==> config.mk <==
export PLATFORM = sky130hd
export DESIGN_NAME = imem_loader
export DESIGN_NICKNAME = d
export VERILOG_FILES = /design/src/rtl/imem_loader_pkg.sv /design/src/rtl/imem_loader.sv
export SDC_FILE = /design/constraint.sdc
export NUM_CORES = 1
export LEC_CHECK = 0
export CORE_MARGIN = 2
export CORE_UTILIZATION = 55
export DETAILED_ROUTE_END_ITERATION = 12
export PLACE_DENSITY = 0.95
export SETUP_SLACK_MARGIN = 0.1
export SYNTH_ARGS = -nofsm -noshare
export SYNTH_HDL_FRONTEND = slang
export SYNTH_SLANG_ARGS = --single-unit
==> constraint.sdc <==
create_clock -name clk -period 3.2 [get_ports clk]
set_clock_uncertainty 0.05 [all_clocks]
set_input_delay 0.48 -clock clk [delete_from_list [all_inputs] [get_ports clk]]
set_output_delay 0.48 -clock clk [all_outputs]
set_load 0.005 [all_outputs]
==> src/rtl/imem_loader_pkg.sv <==
// Shared definitions for the instruction-memory loader: memory geometry,
// length-header size and the loader state encoding.
package imem_loader_pkg;

    localparam int IMEM_ADDR_W = 9;
    localparam int IMEM_DATA_W = 16;
    localparam int IMEM_DEPTH  = 512;
    localparam int LEN_BYTES   = 2;

    typedef enum logic [3:0] {
        IDLE,
        LEN_HI,
        LEN_LO,
        BYTE_HI,
        BYTE_LO,
        WRITE,
        CHK,
        DONE,
        ERR
    } state_t;

endpackage

==> src/rtl/imem_loader.sv <==
// Instruction-memory loader: takes a byte stream (16-bit big-endian word
// count, then big-endian 16-bit words) over valid/ready and writes the words
// to consecutive memory addresses starting at BASE_ADDR, holding the CPU for
// the duration of the load.
// Optional build macro IMEM_LOADER_CHECKSUM_EN adds a trailing XOR checksum
// byte that must match the XOR of all data bytes for the load to succeed.
module imem_loader
    import imem_loader_pkg::*;
#(
    parameter int ADDR_W    = IMEM_ADDR_W,
    parameter int DATA_W    = IMEM_DATA_W,
    parameter int BASE_ADDR = 0
) (
    input  logic              clk,
    input  logic              rst,
    input  logic              start,
    input  logic              in_valid,
    input  logic [7:0]        in_data,
    output logic              in_ready,
    output logic [ADDR_W-1:0] mem_addr,
    output logic [DATA_W-1:0] mem_wdata,
    output logic              mem_we,
    output logic              cpu_hold,
    output logic              done,
    output logic              error,
    output logic [ADDR_W:0]   word_count
);

    localparam int                CNT_W   = ADDR_W + 1;
    localparam logic [15:0]       MAX_LEN = 16'(1 << ADDR_W);
    localparam logic [ADDR_W-1:0] BASE    = ADDR_W'(BASE_ADDR);

    state_t            state, state_nxt;
    logic [7:0]        len_hi, len_hi_nxt;
    logic [CNT_W-1:0]  len_q, len_nxt;
    logic [CNT_W-1:0]  cnt, cnt_nxt;
    logic [DATA_W-1:0] wdata, wdata_nxt;
    logic [15:0]       len_word;
    logic              accept;
`ifdef IMEM_LOADER_CHECKSUM_EN
    logic [7:0]        chk, chk_nxt;
`endif

    assign accept     = in_valid && in_ready;
    assign len_word   = {len_hi, in_data};
    assign mem_wdata  = wdata;
    assign word_count = cnt;
    // Address is only meaningful during the write cycle; parked at zero otherwise.
    assign mem_addr   = mem_we ? (BASE + cnt[ADDR_W-1:0]) : '0;

    // Moore-style status outputs decoded straight from the state.
    always_comb begin
        in_ready = state inside {LEN_HI, LEN_LO, BYTE_HI, BYTE_LO, CHK};
        mem_we   = (state == WRITE);
        cpu_hold = !(state inside {IDLE, DONE, ERR});
        done     = (state == DONE);
        error    = (state == ERR);
    end

    // Next-state and datapath-update logic.
    always_comb begin
        // NOTE: every target gets a hold value first so no path can infer a latch.
        state_nxt  = state;
        len_hi_nxt = len_hi;
        len_nxt    = len_q;
        cnt_nxt    = cnt;
        wdata_nxt  = wdata;
`ifdef IMEM_LOADER_CHECKSUM_EN
        chk_nxt    = chk;
`endif
        case (state)
            IDLE, DONE, ERR: begin
                if (start) begin
                    state_nxt = LEN_HI;
                    cnt_nxt   = '0;
`ifdef IMEM_LOADER_CHECKSUM_EN
                    chk_nxt   = '0;
`endif
                end
            end
            LEN_HI: begin
                if (accept) begin
                    len_hi_nxt = in_data;
                    state_nxt  = LEN_LO;
                end
            end
            LEN_LO: begin
                if (accept) begin
                    len_nxt = len_word[CNT_W-1:0];
                    if (len_word == '0)
                        state_nxt = DONE;
                    else if (len_word > MAX_LEN)
                        state_nxt = ERR;
                    else
                        state_nxt = BYTE_HI;
                end
            end
            BYTE_HI: begin
                if (accept) begin
                    wdata_nxt[DATA_W-1:DATA_W-8] = in_data;
`ifdef IMEM_LOADER_CHECKSUM_EN
                    chk_nxt = chk ^ in_data;
`endif
                    state_nxt = BYTE_LO;
                end
            end
            BYTE_LO: begin
                if (accept) begin
                    wdata_nxt[7:0] = in_data;
`ifdef IMEM_LOADER_CHECKSUM_EN
                    chk_nxt = chk ^ in_data;
`endif
                    state_nxt = WRITE;
                end
            end
            WRITE: begin
                cnt_nxt = cnt + CNT_W'(1);
                if (cnt_nxt == len_q)
`ifdef IMEM_LOADER_CHECKSUM_EN
                    state_nxt = CHK;
`else
                    state_nxt = DONE;
`endif
                else
                    state_nxt = BYTE_HI;
            end
`ifdef IMEM_LOADER_CHECKSUM_EN
            CHK: begin
                if (accept)
                    state_nxt = (in_data == chk) ? DONE : ERR;
            end
`endif
            default: state_nxt = IDLE;
        endcase
    end

    // State and datapath registers; reset aborts any load in progress.
    always_ff @(posedge clk or negedge rst) begin
        if (!rst) begin
            state  <= IDLE;
            len_hi <= '0;
            len_q  <= '0;
            cnt    <= '0;
            wdata  <= '0;
`ifdef IMEM_LOADER_CHECKSUM_EN
            chk    <= '0;
`endif
        end else begin
            // NOTE: non-blocking updates so every register samples pre-edge values.
            state  <= state_nxt;
            len_hi <= len_hi_nxt;
            len_q  <= len_nxt;
            cnt    <= cnt_nxt;
            wdata  <= wdata_nxt;
`ifdef IMEM_LOADER_CHECKSUM_EN
            chk    <= chk_nxt;
`endif
        end
    end

endmodule

==> metrics <==
hold_buf cts 0; buffer type at the clock tree root clkbuf_8; Die Width around 70 µm; cell accounting for the most synthesized area dfrtp_1; pwr dens about 800 nW/µm²; status completed; Pint between 1500 and 2000 µW; # clock sinks 48; Slew @ Worst Pin roughly 1.0 ns; placer congestion estimate between 0.8 and 0.9; Synth cell types between 50 and 60; most frequent cell after synthesis dfrtp_1; critical path arrival 2.11 ns; ys flop type dfrtp_1; htree depth 2; Critical Path RT approximately 2.7 ns; Rel. slew slack 0.330; CTS tree yes; Gate Count Post-Synth 235; Syn-to-layout area delta 24.2%; Tcrit/Tclk final 0.825; LEAKAGE about 0.0013 µW; RSZ-0062 raised after global routing false; largest net degree at the start of global routing between 40 and 50; crit path capture type output pin; final setup fails 0; global-route wire length before repair about 9600 µm; Tmin final 2.64 ns; Net Sw Frac 0.340; initial antenna violation count 0; layout cells sized above 1 0.117; Psw between 800 and 900 µW; grt total ovfl 0; post-cts sizing count 0; Slew Viols, Final 0; slowest cell on the critical path dfrtp_1; share of power burned in registers 0.433; final std cell area, no fill 3170 µm²; worst-skew pair later-pin latency around 0.3 ns; Yosys reg bits between 40 and 50; Area after DPL 3070 µm²; Clock Path Buffers 2; fraction of the yosys area taken by sequential cells 0.470; mapped cell area ~2600 µm²; HPWL Detailed approximately 4200 µm; Num CTS Buffers 5; max incr delay on CP slightly below 0.6 ns; maximum vdd drop 0.000507 V; TNS Setup 0 ns; Core Region between 4000 and 5000 µm²; Post-synth EDFFs 0; IO Pins between 50 and 60; ys async rst share 1.00; final hold violations 0; Logic pwr share 0.398; DRT iter0 DRCs around 140; full die area ~5200 µm²; drt first pass iters 4; ANT cells 0; Nets slightly below 300; wire length on met3 roughly 290 µm; Worst Setup Path Type reg2out; clock group share of total power 0.169; Tot GR Track Use 0.237; total number of vias 2023; clk slew on worst S/H paths approximately 0.09 ns; vias in the first global route around 2000; DR DRC count 0; M1 WL 2350 µm; # fillers ~330; Avg Vias per Cell about 6.1; Hold Crit Class in2async; CP Launch Type flop; Synth Net Count approximately 250; Routed Antenna Nets 0; postcts setup bufs 0; commonest cells in the netlist dfrtp_1, mux2_1, o21ai_1; highest metal used met4; max capacitance violation total 0; Port-buffer cells a little over 50; fmax about 380 MHz; Die Height 72.2 µm; most area-consuming cells after synthesis dfrtp_1, mux2_1, mux2_2, and2_1, o21ai_1; Yosys warnings 0; Post-Route WL around 5600 µm; FP Rows 24; critical-path cell list nor2b_2, nand2_1, inv_2, and2_1, clkdlybuf4s50_1; WL/cell 16.9 µm; Starting Density 0.579; Mean Syn Cell Area about 11 µm²; Synth top area share 0.470; Max FO, Critical Path 15; DR WL met2 2870 µm
## routing by layer
layer	vias up	track usage
met2	62	0.405
met4	0	0.0818
met5	-	0
li1	955	-
met3	15	0.0583
met1	991	0.293
## layout by cell type (no fill, tap or decap), types with 2 or more instances in the layout
cell type and instances:
clkdlybuf4s50_1 50, dfrtp_1 48, mux2_1 24, o21ai_1 13, and2_1 11, nor2_1 10
mux2_2 10, nand2_1 8, a21oi_1 8, nand3_1 7, xnor2_1 7, a31oi_1 6
o31ai_1 6, nor3_1 5, o21ai_0 5, xor2_1 5, clkbuf_8 5, inv_2 4
nor4_1 4, nand4_1 4, nand2b_1 3, inv_1 2, and4_1 2, o41ai_1 2
o22ai_1 2, o311ai_1 2
## worst max-delay path: cells and delay by family (launching register included)
kind | cells | cell delay (ns)
buffers and inverters | 2 | 0.69
AND/OR/NAND/NOR | 3 | 0.53
flip-flops | 1 | 0.58
## through the flow
| step | instances | setup WS, ns | util | total power, µW | hold slack, ns |
|---|---|---|---|---|---|
| 2_1_floorplan | 235 | 1.40 | - | 1650 | 0.134 |
| 3_3_place_gp | 326 | 0.932 | 0.694 | 2040 | 0.428 |
| 3_5_place_dp | 326 | 0.913 | 0.694 | 2120 | 0.432 |
| 4_1_cts | 334 | 0.549 | 0.719 | 2550 | 0.330 |
| 5_1_grt | 334 | 0.418 | 0.719 | 2710 | 0.397 |
| 6_report | 334 | 0.559 | 0.719 | 2540 | 0.290 |
## cell type report
class	instances	area, µm²	share of cell area
sequential	48	1200	0.379
timing repair buffer	52	513	0.162
clock inverter	2	35.0	0.0110
inverter	6	22.5	0.00710
clock buffer	6	72.6	0.0229
tap	52	65.1	0.0205
multi-input combinational	168	1260	0.398
## path summary, 6_finish.rpt
kind	from	to	slack, ns	cells after the start
worst min-delay path	rst	word_count[0]	0.29	1
worst max-delay path	state[2]	mem_addr[6]	0.56	5
max in group asynchronous	rst	len_hi[0]	2.19	1
worst max register to register	word_count[0]	state[2]	1.20	6
worst min register to register	mem_wdata[13]	mem_wdata[13]	0.44	1
min in group clk	mem_wdata[13]	mem_wdata[13]	0.44	1
## sequential cells by signal, summed over array words and instances, names as in the netlist
| name | cells |
|---|---|
| len_hi | 8 |
| len_q | 10 |
| mem_wdata | 16 |
| state | 4 |
| word_count | 10 |
## kinds of logic after synthesis
family,share of synthesized area
flip-flops,0.470
AND/OR/NAND/NOR,0.157
multiplexers,0.154
buffers and inverters,0.0353
adder cells (fa/ha/maj),0.00490
XOR/XNOR,0.0500
AO/OA/AOI/OAI,0.129
## power by group through the flow
| stage | logic, µW | clock network [µW] | registers [µW] |
|---|---|---|---|
| 6_report | 1010 | 429 | 1100 |
| 5_1_grt | 1120 | 460 | 1130 |
| 3_5_place_dp | 1010 | 0 | 1110 |
| 2_1_floorplan | 634 | 0 | 1020 |
| 3_3_place_gp | 955 | 0 | 1080 |
| 4_1_cts | 1020 | 437 | 1090 |
(Power assumes the default switching activity.)
